**src/rtl/marquee_pkg.sv**
```systemverilog
`default_nettype none
// ============================================================================
// Module      : marquee_pkg
// Description : Shared types and constants for the scrolling seven-segment
//               marquee: controller state encoding, active-low segment
//               patterns for decimal digits, and the blank pattern.
// Revision    : 1.0 - initial release
// ============================================================================
package marquee_pkg;

    // Controller states; width fixed to one bit.
    typedef enum logic [0:0] {
        ST_IDLE = 1'b0,
        ST_RUN  = 1'b1
    } state_t;

    // All segments (including dp) off in active-low form.
    localparam logic [7:0] c_seg_blank = 8'hFF;

    // Active-low {dp,g..a} patterns for digits 0..9, dp off.
    localparam logic [7:0] c_seg_table [10] = '{
        8'hC0, 8'hF9, 8'hA4, 8'hB0, 8'h99,
        8'h92, 8'h82, 8'hF8, 8'h80, 8'h90
    };

    // Map a 4-bit character code to its active-low pattern; 10-15 are blank.
    function automatic logic [7:0] seg_decode(input logic [3:0] code);
        logic [7:0] pat;
        pat = c_seg_blank;
        for (int k = 0; k < 10; k++) begin
            if (code == 4'(k)) begin
                pat = c_seg_table[k];
            end
        end
        return pat;
    endfunction

endpackage
`default_nettype wire

```
**src/rtl/tick_divider.sv**
```systemverilog
`default_nettype none
// ============================================================================
// Module      : tick_divider
// Description : Free-running modulo-DIV counter producing a one-cycle pulse
//               whenever the count sits at DIV-1.
// Revision    : 1.0 - initial release
// ============================================================================
module tick_divider #(
    parameter int DIV = 2
) (
    input  logic clk,
    input  logic rst_n,
    output logic tick
);

    localparam int                 c_cnt_w = (DIV > 1) ? $clog2(DIV) : 1;
    localparam logic [c_cnt_w-1:0] c_last  = c_cnt_w'(DIV - 1);

    logic [c_cnt_w-1:0] r_cnt;

    // Count 0..DIV-1 and wrap; never stops, independent of controller state.
    always_ff @(posedge clk or negedge rst_n) begin
        if (!rst_n) begin
            r_cnt <= '0;
        end else if (r_cnt == c_last) begin
            r_cnt <= '0;
        end else begin
            r_cnt <= r_cnt + c_cnt_w'(1);
        end
    end

    assign tick = (r_cnt == c_last);

endmodule
`default_nettype wire

```
**src/rtl/scroll_sseg_marquee.sv**
```systemverilog
`default_nettype none
// ============================================================================
// Module      : scroll_sseg_marquee
// Description : Scrolling message on a multiplexed seven-segment display.
//               Holds an active message plus a one-deep shadow that is
//               promoted when the scroll position wraps. Digit i shows
//               message character p-i-1 (blank when outside the message).
//               Optional feature macro SSEG_DP_HEARTBEAT_EN: dp of digit 0
//               toggles on every scroll tick while running.
// Revision    : 1.0 - initial release
// ============================================================================
module scroll_sseg_marquee
    import marquee_pkg::*;
#(
    parameter int NUM_DIGITS     = 6,
    parameter int MSG_LEN        = 9,
    parameter int REFRESH_DIV    = 50000,
    parameter int SCROLL_DIV     = 2000000,
    parameter int SEG_ACTIVE_LOW = 1
) (
    input  logic                    clk,
    input  logic                    rst_n,
    input  logic [4*MSG_LEN-1:0]    msg_data,
    input  logic                    msg_valid,
    output logic                    msg_ready,
    input  logic                    scroll_en,
    input  logic                    dir,
    input  logic                    clear,
    output logic [7:0]              seg,
    output logic [NUM_DIGITS-1:0]   an,
    output logic                    frame_start
);

    localparam int                 c_pos_cnt  = MSG_LEN + NUM_DIGITS;
    localparam int                 c_pos_w    = $clog2(c_pos_cnt);
    localparam int                 c_idx_w    = $clog2(NUM_DIGITS);
    localparam int                 c_ext_w    = c_pos_w + 1;
    localparam logic [c_pos_w-1:0] c_pos_last = c_pos_w'(c_pos_cnt - 1);
    localparam logic [c_idx_w-1:0] c_idx_last = c_idx_w'(NUM_DIGITS - 1);

    state_t                  r_state;
    state_t                  w_state_next;
    logic [c_pos_w-1:0]      r_pos;
    logic [c_idx_w-1:0]      r_idx;
    logic [4*MSG_LEN-1:0]    r_active;
    logic [4*MSG_LEN-1:0]    r_shadow;
    logic                    r_shadow_vld;
    logic                    r_frame;
    logic [7:0]              r_seg;
    logic [NUM_DIGITS-1:0]   r_an;

    logic                    w_refresh_tick;
    logic                    w_scroll_tick;
    logic                    w_msg_ready;
    logic                    w_xfer;
    logic                    w_step;
    logic                    w_wrap;
    logic [c_pos_w-1:0]      w_pos_next;
    logic [c_ext_w-1:0]      w_pos_ext;
    logic [c_ext_w-1:0]      w_idx_ext;
    logic [c_ext_w-1:0]      w_char_pos;
    logic [3:0]              w_code;
    logic [7:0]              w_seg_next;
    logic [NUM_DIGITS-1:0]   w_an_next;

    tick_divider #(.DIV(REFRESH_DIV)) u_refresh_div (
        .clk   (clk),
        .rst_n (rst_n),
        .tick  (w_refresh_tick)
    );

    tick_divider #(.DIV(SCROLL_DIV)) u_scroll_div (
        .clk   (clk),
        .rst_n (rst_n),
        .tick  (w_scroll_tick)
    );

    // State register.
    always_ff @(posedge clk or negedge rst_n) begin
        if (!rst_n) begin
            r_state <= ST_IDLE;
        end else begin
            r_state <= w_state_next;
        end
    end

    // Next state and handshake: clear wins over everything, including a transfer.
    always_comb begin
        w_state_next = r_state;
        w_msg_ready  = 1'b0;
        if (!clear) begin
            w_msg_ready = (r_state == ST_IDLE) || !r_shadow_vld;
        end
        case (r_state)
            ST_IDLE: if (msg_valid && w_msg_ready) w_state_next = ST_RUN;
            ST_RUN:  w_state_next = ST_RUN;
            default: w_state_next = ST_IDLE;
        endcase
        if (clear) begin
            w_state_next = ST_IDLE;
        end
    end

    assign msg_ready = w_msg_ready;
    assign w_xfer    = msg_valid && w_msg_ready;
    assign w_step    = (r_state == ST_RUN) && w_scroll_tick && scroll_en && !clear;

    // Candidate scroll position and wrap detection for the current direction.
    always_comb begin
        w_pos_next = r_pos;
        w_wrap     = 1'b0;
        if (!dir) begin
            if (r_pos == c_pos_last) begin
                w_pos_next = '0;
                w_wrap     = 1'b1;
            end else begin
                w_pos_next = r_pos + c_pos_w'(1);
            end
        end else begin
            if (r_pos == '0) begin
                w_pos_next = c_pos_last;
                w_wrap     = 1'b1;
            end else begin
                w_pos_next = r_pos - c_pos_w'(1);
            end
        end
    end

    // Message buffers, scroll position, digit index and wrap pulse.
    always_ff @(posedge clk or negedge rst_n) begin
        if (!rst_n) begin
            r_pos        <= '0;
            r_idx        <= '0;
            r_active     <= '0;
            r_shadow     <= '0;
            r_shadow_vld <= 1'b0;
            r_frame      <= 1'b0;
        end else begin
            r_frame <= 1'b0;
            if (clear) begin
                r_pos        <= '0;
                r_idx        <= '0;
                r_shadow_vld <= 1'b0;
            end else if (r_state == ST_IDLE) begin
                if (w_xfer) begin
                    r_active <= msg_data;
                    r_pos    <= '0;
                end
            end else begin
                if (w_refresh_tick) begin
                    r_idx <= (r_idx == c_idx_last) ? '0 : r_idx + c_idx_w'(1);
                end
                if (w_step) begin
                    r_pos <= w_pos_next;
                    if (w_wrap) begin
                        r_frame <= 1'b1;
                        // Only a message already waiting is promoted; one
                        // arriving on this same edge waits for the next wrap.
                        if (r_shadow_vld) begin
                            r_active     <= r_shadow;
                            r_shadow_vld <= 1'b0;
                        end
                    end
                end
                if (w_xfer) begin
                    r_shadow     <= msg_data;
                    r_shadow_vld <= 1'b1;
                end
            end
        end
    end

`ifdef SSEG_DP_HEARTBEAT_EN
    logic r_hb;

    // Heartbeat flips on every scroll tick while running, even when frozen.
    always_ff @(posedge clk or negedge rst_n) begin
        if (!rst_n) begin
            r_hb <= 1'b0;
        end else if ((r_state == ST_RUN) && w_scroll_tick && !clear) begin
            r_hb <= ~r_hb;
        end
    end
`endif

    // Character lookup for the digit being scanned: char = p - idx - 1.
    always_comb begin
        w_pos_ext  = c_ext_w'(r_pos);
        w_idx_ext  = c_ext_w'(r_idx);
        w_char_pos = '0;
        w_code     = 4'hF;
        if (w_pos_ext > w_idx_ext) begin
            w_char_pos = w_pos_ext - w_idx_ext - c_ext_w'(1);
            for (int k = 0; k < MSG_LEN; k++) begin
                if (w_char_pos == c_ext_w'(k)) begin
                    w_code = r_active[4*(MSG_LEN-1-k) +: 4];
                end
            end
        end
        w_seg_next = seg_decode(w_code);
`ifdef SSEG_DP_HEARTBEAT_EN
        if (r_idx == '0) begin
            w_seg_next[7] = ~r_hb;
        end
`endif
        for (int k = 0; k < NUM_DIGITS; k++) begin
            w_an_next[k] = (r_idx != c_idx_w'(k));
        end
    end

    // Registered display drive; dark whenever idle or being cleared.
    always_ff @(posedge clk or negedge rst_n) begin
        if (!rst_n) begin
            r_seg <= c_seg_blank;
            r_an  <= '1;
        end else if (clear || (r_state != ST_RUN)) begin
            r_seg <= c_seg_blank;
            r_an  <= '1;
        end else begin
            r_seg <= w_seg_next;
            r_an  <= w_an_next;
        end
    end

    generate
        if (SEG_ACTIVE_LOW != 0) begin : g_active_low
            assign seg = r_seg;
            assign an  = r_an;
        end else begin : g_active_high
            assign seg = ~r_seg;
            assign an  = ~r_an;
        end
    endgenerate

    assign frame_start = r_frame;

endmodule
`default_nettype wire

```
**config.mk**
```make
export PLATFORM = sky130hd
export DESIGN_NAME = scroll_sseg_marquee
export DESIGN_NICKNAME = d
export VERILOG_FILES = /design/src/rtl/marquee_pkg.sv /design/src/rtl/tick_divider.sv /design/src/rtl/scroll_sseg_marquee.sv
export SDC_FILE = /design/constraint.sdc
export NUM_CORES = 1
export LEC_CHECK = 0
export CORE_ASPECT_RATIO = 0.8
export CORE_MARGIN = 2
export CORE_UTILIZATION = 41
export DETAILED_ROUTE_END_ITERATION = 16
export SLEW_MARGIN = 20
export SYNTH_ARGS = -nofsm -noshare
export SYNTH_HDL_FRONTEND = slang
export SYNTH_SLANG_ARGS = --single-unit
```
**constraint.sdc**
```tcl
create_clock -name clk -period 6 [get_ports clk]
set_input_delay 0.9 -clock clk [delete_from_list [all_inputs] [get_ports clk]]
set_output_delay 0.9 -clock clk [all_outputs]
set_load 0.02 [all_outputs]
```
Word-level counts from Yosys, hierarchy flattened
Index checks and enable logic that the tools add are counted.
{"block": "word_totals", "register_bits": 133, "latchBits": 0, "ram_bits": 0, "mem_bits_ro": 0, "inputBits": 42, "out_inout_bits": 16, "elab_cells": 130, "memories": 0}
{"block": "classes", "n_addsub": 7, "n_mul": 0, "div": 0, "order_cmp": 1, "n_eq_ne": 30, "n_shift": 0, "mux": 56, "bitwise_logic": 2, "reduce_logical": 23}
{"op": "$mux 36", "n": 5}
{"op": "$mux 8", "n": 10}
{"op": "$mux 4", "n": 17}
{"op": "$add 21x1->21 const B", "n": 1}
{"op": "$eq 21x21->1 const B", "n": 1}
{"op": "$mux 21", "n": 1}
{"op": "$eq 5x3->1 const B", "n": 4}
{"op": "$add 16x1->16 const B", "n": 1}
{"op": "$eq 16x16->1 const B", "n": 1}
{"op": "$eq 4x3->1 const B", "n": 4}
{"op": "$mux 16", "n": 1}
{"op": "$mux 1", "n": 15}
{"op": "$eq 4x4->1 const B", "n": 3}
{"op": "$mux 3", "n": 4}
{"op": "$mux 6", "n": 2}
{"op": "$reduce_bool 3->1", "n": 4}
{"op": "$eq 5x2->1 const B", "n": 2}
{"op": "$ne 3x2->1 const B", "n": 3}
{"op": "$eq 4x2->1 const B", "n": 2}
{"op": "$logic_not 4->1", "n": 2}
{"op": "$ne 2x1->1 const B", "n": 3}
{"op": "$ne 3x3->1 const B", "n": 2}
{"op": "$reduce_and 3->1", "n": 2}
{"op": "$reduce_bool 2->1", "n": 3}
{"op": "other kinds (19)", "n": 26}

Longest topological paths before layout
{"block": "depth", "depth_word": 25, "mapped_depth": 12, "mapped_depth_nobuf": 10}

Modules after synthesis
From an unflattened synthesis, not the netlist that was laid out.
{"block": "hier_totals", "cells_unflattened": 612, "area_unflattened_um2": 6605.1}
{"module": "scroll_sseg_marquee", "n_inst": 1, "cells_per_inst": 451, "area_per_inst_um2": 4832.1}
{"module": "tick_divider (u_scroll_div)", "n_inst": 1, "cells_per_inst": 94, "area_per_inst_um2": 1011.0}
{"module": "tick_divider (u_refresh_div)", "n_inst": 1, "cells_per_inst": 67, "area_per_inst_um2": 762.0}

Least setup slack after synthesis
Ideal clock, no wire load.
{"block": "synth_path", "path_type": "register to register", "from": "register r_idx[0]", "to": "register r_seg[1], in the netlist seg[1]", "setup_ps": 79, "arrival_time_ps": 3142, "slack_ps": 2780, "stages_incl_launch_ff": 10, "path_cell_list": "dfrtp_1 > inv_1 > ha_1 > fa_1 > clkbuf_1 > mux4_2 > or4_1 > a311o_1 > or3_1 > a41o_1"}
{"block": "synth_between", "elab_chain_cells": 25, "word_cells_on_any_way": 43, "classes_between": "2 x add/sub; 1 x order compare; 17 x eq/ne; 21 x mux; 2 x reduce/logical"}
{"item": "start, declared", "line": "scroll_sseg_marquee.sv:44", "rtl": "logic [c_idx_w-1:0] r_idx;"}
{"item": "start signal, assigned", "line": "scroll_sseg_marquee.sv:151", "rtl": "r_idx <= (r_idx == c_idx_last) ? '0 : r_idx + c_idx_w'(1);"}
{"item": "$sub 4x3->5", "line": "scroll_sseg_marquee.sv:193", "rtl": "w_char_pos = w_pos_ext - w_idx_ext - c_ext_w'(1);"}
{"item": "$sub 5x1->5", "line": "scroll_sseg_marquee.sv:193"}
{"item": "$logic_not 5->1", "line": "scroll_sseg_marquee.sv:195", "rtl": "if (w_char_pos == c_ext_w'(k)) begin"}
{"item": "$mux 4 (9 in series)", "line": "scroll_sseg_marquee.sv:195"}
{"item": "$mux 4 (*)", "line": "scroll_sseg_marquee.sv:192", "rtl": "if (w_pos_ext > w_idx_ext) begin"}
{"item": "$logic_not 4->1", "line": "marquee_pkg.sv:31", "rtl": "if (code == 4'(k)) begin"}
{"item": "$mux 6", "line": "marquee_pkg.sv:31"}
{"item": "$mux 8 (8 in series)", "line": "marquee_pkg.sv:31"}
{"item": "$mux 8 (*)", "line": "marquee_pkg.sv:31"}
{"item": "$mux 8 (*)", "line": "scroll_sseg_marquee.sv:216", "rtl": "end else if (clear || (r_state != ST_RUN)) begin"}
{"item": "end signal, assigned", "line": "scroll_sseg_marquee.sv:214", "rtl": "r_seg <= c_seg_blank;"}
{"item": "end signal, assigned", "line": "scroll_sseg_marquee.sv:217", "rtl": "r_seg <= c_seg_blank;"}
{"item": "end signal, assigned", "line": "scroll_sseg_marquee.sv:220", "rtl": "r_seg <= w_seg_next;"}
{"item": "end, declared", "line": "scroll_sseg_marquee.sv:49", "rtl": "logic [7:0] r_seg;"}
Mark *: on every way between the ends. The rest lies on a longest branch, timed or not.
A chain may end at the register's enable or synchronous reset.

Final worst setup path
{"block": "layout_path", "from": "register r_idx[0]", "to": "register r_seg[0], in the netlist seg[0]"}
The elaborated chain is that of the path after synthesis.

==> impl_metrics.env <==
export IMPL_peakVddDrop_uv=217.6
export IMPL_gr_usage_all_layers=0.1742
export IMPL_syn_to_final_growth_pct=20.92
export IMPL_syn_nets=657
export IMPL_ys_flop_type="dfrtp_1"
export IMPL_dieHeight_um=116.8
export IMPL_fmax_mhz=269.1
export IMPL_first_global_vias=4524
export IMPL_drc=0
export IMPL_critPathBufInv=1
export IMPL_holdCritPathClass="reg -> reg"
export IMPL_clkTransAtPathRegs_ns=0.06
export IMPL_status="finished clean"
export IMPL_ioPinCount=58
export IMPL_cts_sinks=132
export IMPL_die_w_um=145.1
export IMPL_reg2reg_slack_ns=2.28
export IMPL_synth_enable_flop_cells=0
export IMPL_async_reset_ff_frac=1.000
export IMPL_postCtsSetupRepairBufs=0
export IMPL_place_congestion=0.8654
export IMPL_hold_viol=0
export IMPL_synth_area_mm2=0.006526
export IMPL_io_buffers=56
export IMPL_via_per_inst=5.248
export IMPL_skew_ns=0.008692
export IMPL_die_area_mm2=0.01695
export IMPL_maxCapViolations=0
export IMPL_multiInputGateArea_mm2=0.003012
export IMPL_crit_slowest_cell="fa_1"
export IMPL_htreeDepth=4
export IMPL_layout_cells_non_filler=880
export IMPL_slew_headroom=0.3483
export IMPL_drt_antenna_violating_nets=0
export IMPL_coreArea_mm2=0.01565
export IMPL_synth_area_leaders="dfrtp_1 46%, mux2_2 6.6%, mux2i_1 6.4%, dfstp_2 5.2%, nand2_1 3.9%"
export IMPL_critical_path_class="reg -> reg"
export IMPL_diodes=0
export IMPL_critPathArrivalTime_ns=4.03
export IMPL_cp_top_family="adder cells"
export IMPL_synth_seq_area_share=0.5086
export IMPL_synth_largest_type_area_fraction=0.4563
export IMPL_synthCells=603
export IMPL_final_util=0.5044
export IMPL_worstMarginPinSlew_ns=0.9710
export IMPL_dp_hpwl_um=9626
export IMPL_wl_um=13880
export IMPL_final_cell_mix="118 x dfrtp_1, 68 x nand2_1, 55 x clkdlybuf4s50_1"
export IMPL_finalMaxSlewViolations=0
export IMPL_first_pass_iters=5
export IMPL_critPathLaunchType="register"
export IMPL_cts_path_max_buffers=2
export IMPL_num_rows=41
export IMPL_slowest_delay_ns=0.91
export IMPL_regArea_mm2=0.003321
export IMPL_grt_max_degree=75
export IMPL_nNetsFinal=706
export IMPL_cp_cell_sequence="inv_1, ha_1, fa_1, mux4_2, or4_1, a311oi_1, nor3_1, nor3b_1, o21ai_1"
export IMPL_vias=4618
export IMPL_gr_total_overflow=0
export IMPL_min_period_over_period=0.6193
export IMPL_rsz0062_at_grt="false"
export IMPL_grt_antenna_before_repair=0
export IMPL_synth_distinct_cells=70
export IMPL_hold_buffers=0
export IMPL_cts_resized=0
export IMPL_crit_path_max_fanout=16
export IMPL_drive_gt1_frac=0.1459
export IMPL_insertion_delay_ns=0.42
export IMPL_final_common_cell="dfrtp_1"
export IMPL_cts_buffers=17
export IMPL_power_leakage_nw=3.374
export IMPL_synth_area_per_cell_um2=10.82
export IMPL_min_period_ns=3.716
export IMPL_route_detailed_wl_per_inst_um=15.78
export IMPL_dpl_cell_count=848
export IMPL_fillerInstances=1381
export IMPL_setup_viol=0
export IMPL_cp_end_kind="register"
export IMPL_initialDrtViolationCount=319
export IMPL_yosys_warnings=0
export IMPL_synth_top_cell_by_area="dfrtp_1"
export IMPL_initial_core_util=0.4171
export IMPL_p_per_area_mw_per_mm2=322.3
export IMPL_cts_root_buffer="clkbuf_16"
export IMPL_cts_tree="yes"
export IMPL_cp_required_ns=6.31
export IMPL_ys_ff_latch=132
export IMPL_grt_pass1_wl_um=23030
export IMPL_final_setup_tns_ns=0
-- logic make-up after synthesis --
kind of cell,count (synthesis),share of synthesized area
compound gates,111,0.1123
simple gates,185,0.1365
xor+xnor,34,0.04563
flops,132,0.5086
other cells,1,0.0005746
buf+inv,45,0.03067
mux,83,0.1415
fa+ha+maj,12,0.02416
-- report_power, final --
part	switching, mW	internal, mW
registers	0.0743	1.01
clock network	0.387	0.752
logic	0.159	0.164
total	0.621	1.92
-- flip-flops by register name, indices dropped and copies added (netlist names) --
name,flops
an,6
frame_start,1
r_active,36
r_idx,3
r_pos,4
r_shadow,36
r_shadow_vld,1
r_state,1
seg,7
u_refresh_div.r_cnt,16
u_scroll_div.r_cnt,21
-- through the flow --
step	total power, mW	area [um2]	hold WS, ns	setup WS (ns)
3_5_place_dp	1.420	7246	0.4725	2.310
4_1_cts	2.573	7891	0.4844	2.315
6_report	2.543	7891	0.4820	2.284
3_3_place_gp	1.403	7246	0.4629	2.439
5_1_grt	2.677	7891	0.5118	2.118
2_1_floorplan	1.299	6526	0.4412	2.780
-- synth_stat cells, types with 3 or more instances --
library cell  number
dfrtp_1          119
nand2_1           68
o21ai_0           45
mux2i_1           42
nor2_1            42
mux2_2            38
xor2_1            24
clkbuf_1          20
nand3_1           18
inv_1             15
dfstp_2           13
ha_1              11
nor2b_1           11
xnor2_1           10
a21oi_1            9
o21ai_1            9
and3_1             7
nor3_1             6
o211ai_1           5
a311oi_1           4
buf_2              4
nand2b_1           4
nand4_1            4
or4_1              4
buf_6              3
nand3b_1           3
o21a_1             3
o22ai_1            3
o31ai_1            3
o41ai_1            3
or2_2              3
-- worst register-to-register path: cells and delay by family, from the launching register on --
kind	cells	cell delay [ns]
AND/OR/NAND/NOR	3	0.90
AO/OA/AOI/OAI	2	0.59
multiplexers	1	0.40
adder cells (fa/ha/maj)	2	1.17
flip-flops	1	0.42
buffers and inverters	1	0.14
-- layer usage --
metal,track usage,vias to the layer above,part of all wire,routed length [um]
li1,-,2246,-,-
met1,0.2444,2260,0.50,6974
met2,0.2581,94,0.44,6135
met3,0.05969,18,0.042,584
met4,0.05163,0,0.013,187
met5,0,-,0,0
-- area by class of cell --
type,count,area share
Timing Repair Buffer,60,0.07452
Clock buffer,21,0.05708
Tap cell,215,0.03409
Sequential cell,132,0.4208
Clock inverter,11,0.02473
Multi-Input combinational cell,426,0.3816
Inverter,15,0.007135
-- final timing paths --
kind	end	cells after the start	start
setup / recovery	seg[0]$_DFF_PN1_	9	r_idx[0]$_DFFE_PN0P_
hold / removal	r_active[29]$_DFFE_PN0P_	2	r_active[29]$_DFFE_PN0P_
setup reg to reg	seg[0]$_DFF_PN1_	9	r_idx[0]$_DFFE_PN0P_
hold reg to reg	r_active[29]$_DFFE_PN0P_	2	r_active[29]$_DFFE_PN0P_
max in group asynchronous	r_shadow[25]$_DFFE_PN0P_	2	rst_n
min in group asynchronous	u_scroll_div.r_cnt[2]$_DFF_PN0_	1	rst_n
No activity file was read; power rests on OpenSTA's default activity.
==> RTL edit (same flow settings) <==
The parameter `SCROLL_DIV` goes from 2000000 to 500000.
--- a/src/rtl/scroll_sseg_marquee.sv
+++ b/src/rtl/scroll_sseg_marquee.sv
@@ -17,3 +17,3 @@
     parameter int REFRESH_DIV    = 50000,
-    parameter int SCROLL_DIV     = 2000000,
+    parameter int SCROLL_DIV     = 500000,
     parameter int SEG_ACTIVE_LOW = 1
Formal check against the unedited RTL: same outputs for any inputs over 10 cycles, from zero or initial values and one cycle with rst_n low; that may be too few to reach the edited logic, so the function may still have changed.
==> RTL edit against the original RTL <==
Critical path depth increased by 1; area after synthesis decreased by 1.3%; setup slack improved by 0.19 ns; non-clock buffer count unchanged; critical endpoint is now seg[1]; final area decreased by 1.8%; wire length decreased by 6.7%; via count decreased by 4.2%; sequential cell count decreased by 2; sequential share of layout area increased by 0.12 points; total power decreased by 5.5%; worst hold slack got worse by 0.019 ns.
==> RTL edit: results (changes against the original RTL) <==
Status
  • Run status: complete, no violations

Layout
  • Fraction of area in multi-input gates: 0.384 (+0.00277)
  • Final-layout clock buffer total: 24 (+14%)
  • Total number of multi-input combinational cells: 417 (-2.1%)
  • Largest registers ranked by flip-flop count: r_active x36, r_shadow x36, u_scroll_div.r_cnt x19
  • Total number of nets in the final design: 695 (-1.6%)
  • Fraction of area in clock buffers and inverters: 0.0765 (-0.00529)
  • Data buffer area share: 0.0759 (+0.00136)
  • Register area: 3270 um^2 (-1.5%)
  • Layout fillers: 1352 (-2.1%)

Synthesis
  • Syn Nets: 645 (-1.8%)
  • Most common library cells after synthesis: sky130_fd_sc_hd__dfrtp_1 (117), sky130_fd_sc_hd__nand2_1 (62), sky130_fd_sc_hd__mux2i_1 (46)
  • Register area share after synthesis: 0.508 (-0.000953)
  • Synth area leaders: sky130_fd_sc_hd__dfrtp_1 (45%), sky130_fd_sc_hd__mux2i_1 (7.1%), sky130_fd_sc_hd__mux2_2 (6.8%)

Worst setup path
  • Crit path DAT: 3.86 ns (-0.17 ns)
  • Crit path max-delay family: compound AO/OA/AOI/OAI gates
  • Stage delay of the slowest cell on the critical path: 0.76 ns (-0.15 ns)
  • Largest fanout of any net on the critical path: 11 (-5)

Routing
  • Final wirelength: 13.0 mm (-6.7%)
  • Length of routed met3 wiring: 479 um (-18%)
  • Via count: 4424 (-4.2%)
  • Number of design-rule violations left by the first detailed-router iteration: 283 (-11%)
  • Wire length on met1: 6.74 mm (-3.3%)
  • Detailed-routed wire length on met2: 5.53 mm (-9.8%)
  • Router iterations before antenna repair: 4 (-1)

STA
  • Setup clock skew after layout: 0.00733 ns (-0.00136 ns)
  • Worst-margin pin slew: 0.955 ns (-0.0159 ns)

Placed design
  • Post-Place Worst Slack: 2.51 ns (+0.196 ns)
  • DP HPWL: 9.00 mm (-6.5%)
  • Placer congestion estimate: 0.819 (-5.4%)

GRT
  • Global-route wire length before repair: 22.3 mm (-3.3%)
  • Number of global-route vias before repair: 4481 (-0.95%)
  • GRT met1 Usage: 0.255 (+0.0107)
  • GR met2 Demand/Resource: 0.247 (-0.0111)
  • Met3 usage: 0.0377 (-0.0220)
  • Maximum number of pins on one net before global-route repair: 73 (-2.7%)
  • GRT Total Usage: 0.172 (-0.00203)

Pwr
  • Worst supply voltage drop on vdd: 0.000195 V (-10%)
  • Static Leak: 3.26 nW (-3.4%)
  • Sw Pwr: 0.598 mW (-3.6%)

CTS
  • Resized Gates After CTS: 0 (unchanged)
  • Sinks on Clock Net: 130 (-1.5%)
[RTL edit: cells by family (layout without fill, tap and decap cells)]
| family | Yosys count | in the layout | share of synthesized area |
|---|---|---|---|
| simple gates | 181 | 181 | 0.140 |
| flops | 130 | 130 | 0.508 |
| compound gates | 106 | 106 | 0.114 |
| buf+inv | 44 | 107 | 0.0305 |
| mux | 85 | 85 | 0.140 |
| fa+ha+maj | 12 | 12 | 0.0245 |
| other cells | 1 | 1 | 0.000582 |
| xor+xnor | 32 | 32 | 0.0435 |
[RTL edit: final timing paths]
| kind | slack (ns) | cells after the start | end | start |
|---|---|---|---|---|
| max reg2reg | 2.48 | 10 | seg[1] | r_idx[0] |
| max in group asynchronous | 4.09 | 2 | r_shadow[25] | rst_n |
| min reg2reg | 0.46 | 1 | u_refresh_div.r_cnt[0] | u_refresh_div.r_cnt[0] |
| min | 0.46 | 1 | u_refresh_div.r_cnt[0] | u_refresh_div.r_cnt[0] |
| min in group asynchronous | 0.60 | 1 | u_scroll_div.r_cnt[13] | rst_n |
| max | 2.48 | 10 | seg[1] | r_idx[0] |
[RTL edit: power groups by stage]
stage,sequential [mW],clock (mW),combinational (mW)
5_1_grt,1.08,1.10,0.355
3_5_place_dp,1.08,0,0.317
6_report,1.07,1.02,0.312
4_1_cts,1.07,1.05,0.317
3_3_place_gp,1.08,0,0.306
2_1_floorplan,1.05,0,0.227
[RTL edit: stage by stage]
| step | cell area, um^2 | util | power [mW] | cells |
|---|---|---|---|---|
| floorplan | 6440 | - | 1.28 | 591 |
| global placement | 7160 | 0.472 | 1.38 | 832 |
| detailed placement | 7160 | 0.472 | 1.40 | 832 |
| CTS | 7750 | 0.511 | 2.43 | 864 |
| global route | 7750 | 0.511 | 2.53 | 864 |
| finish | 7750 | 0.511 | 2.40 | 864 |
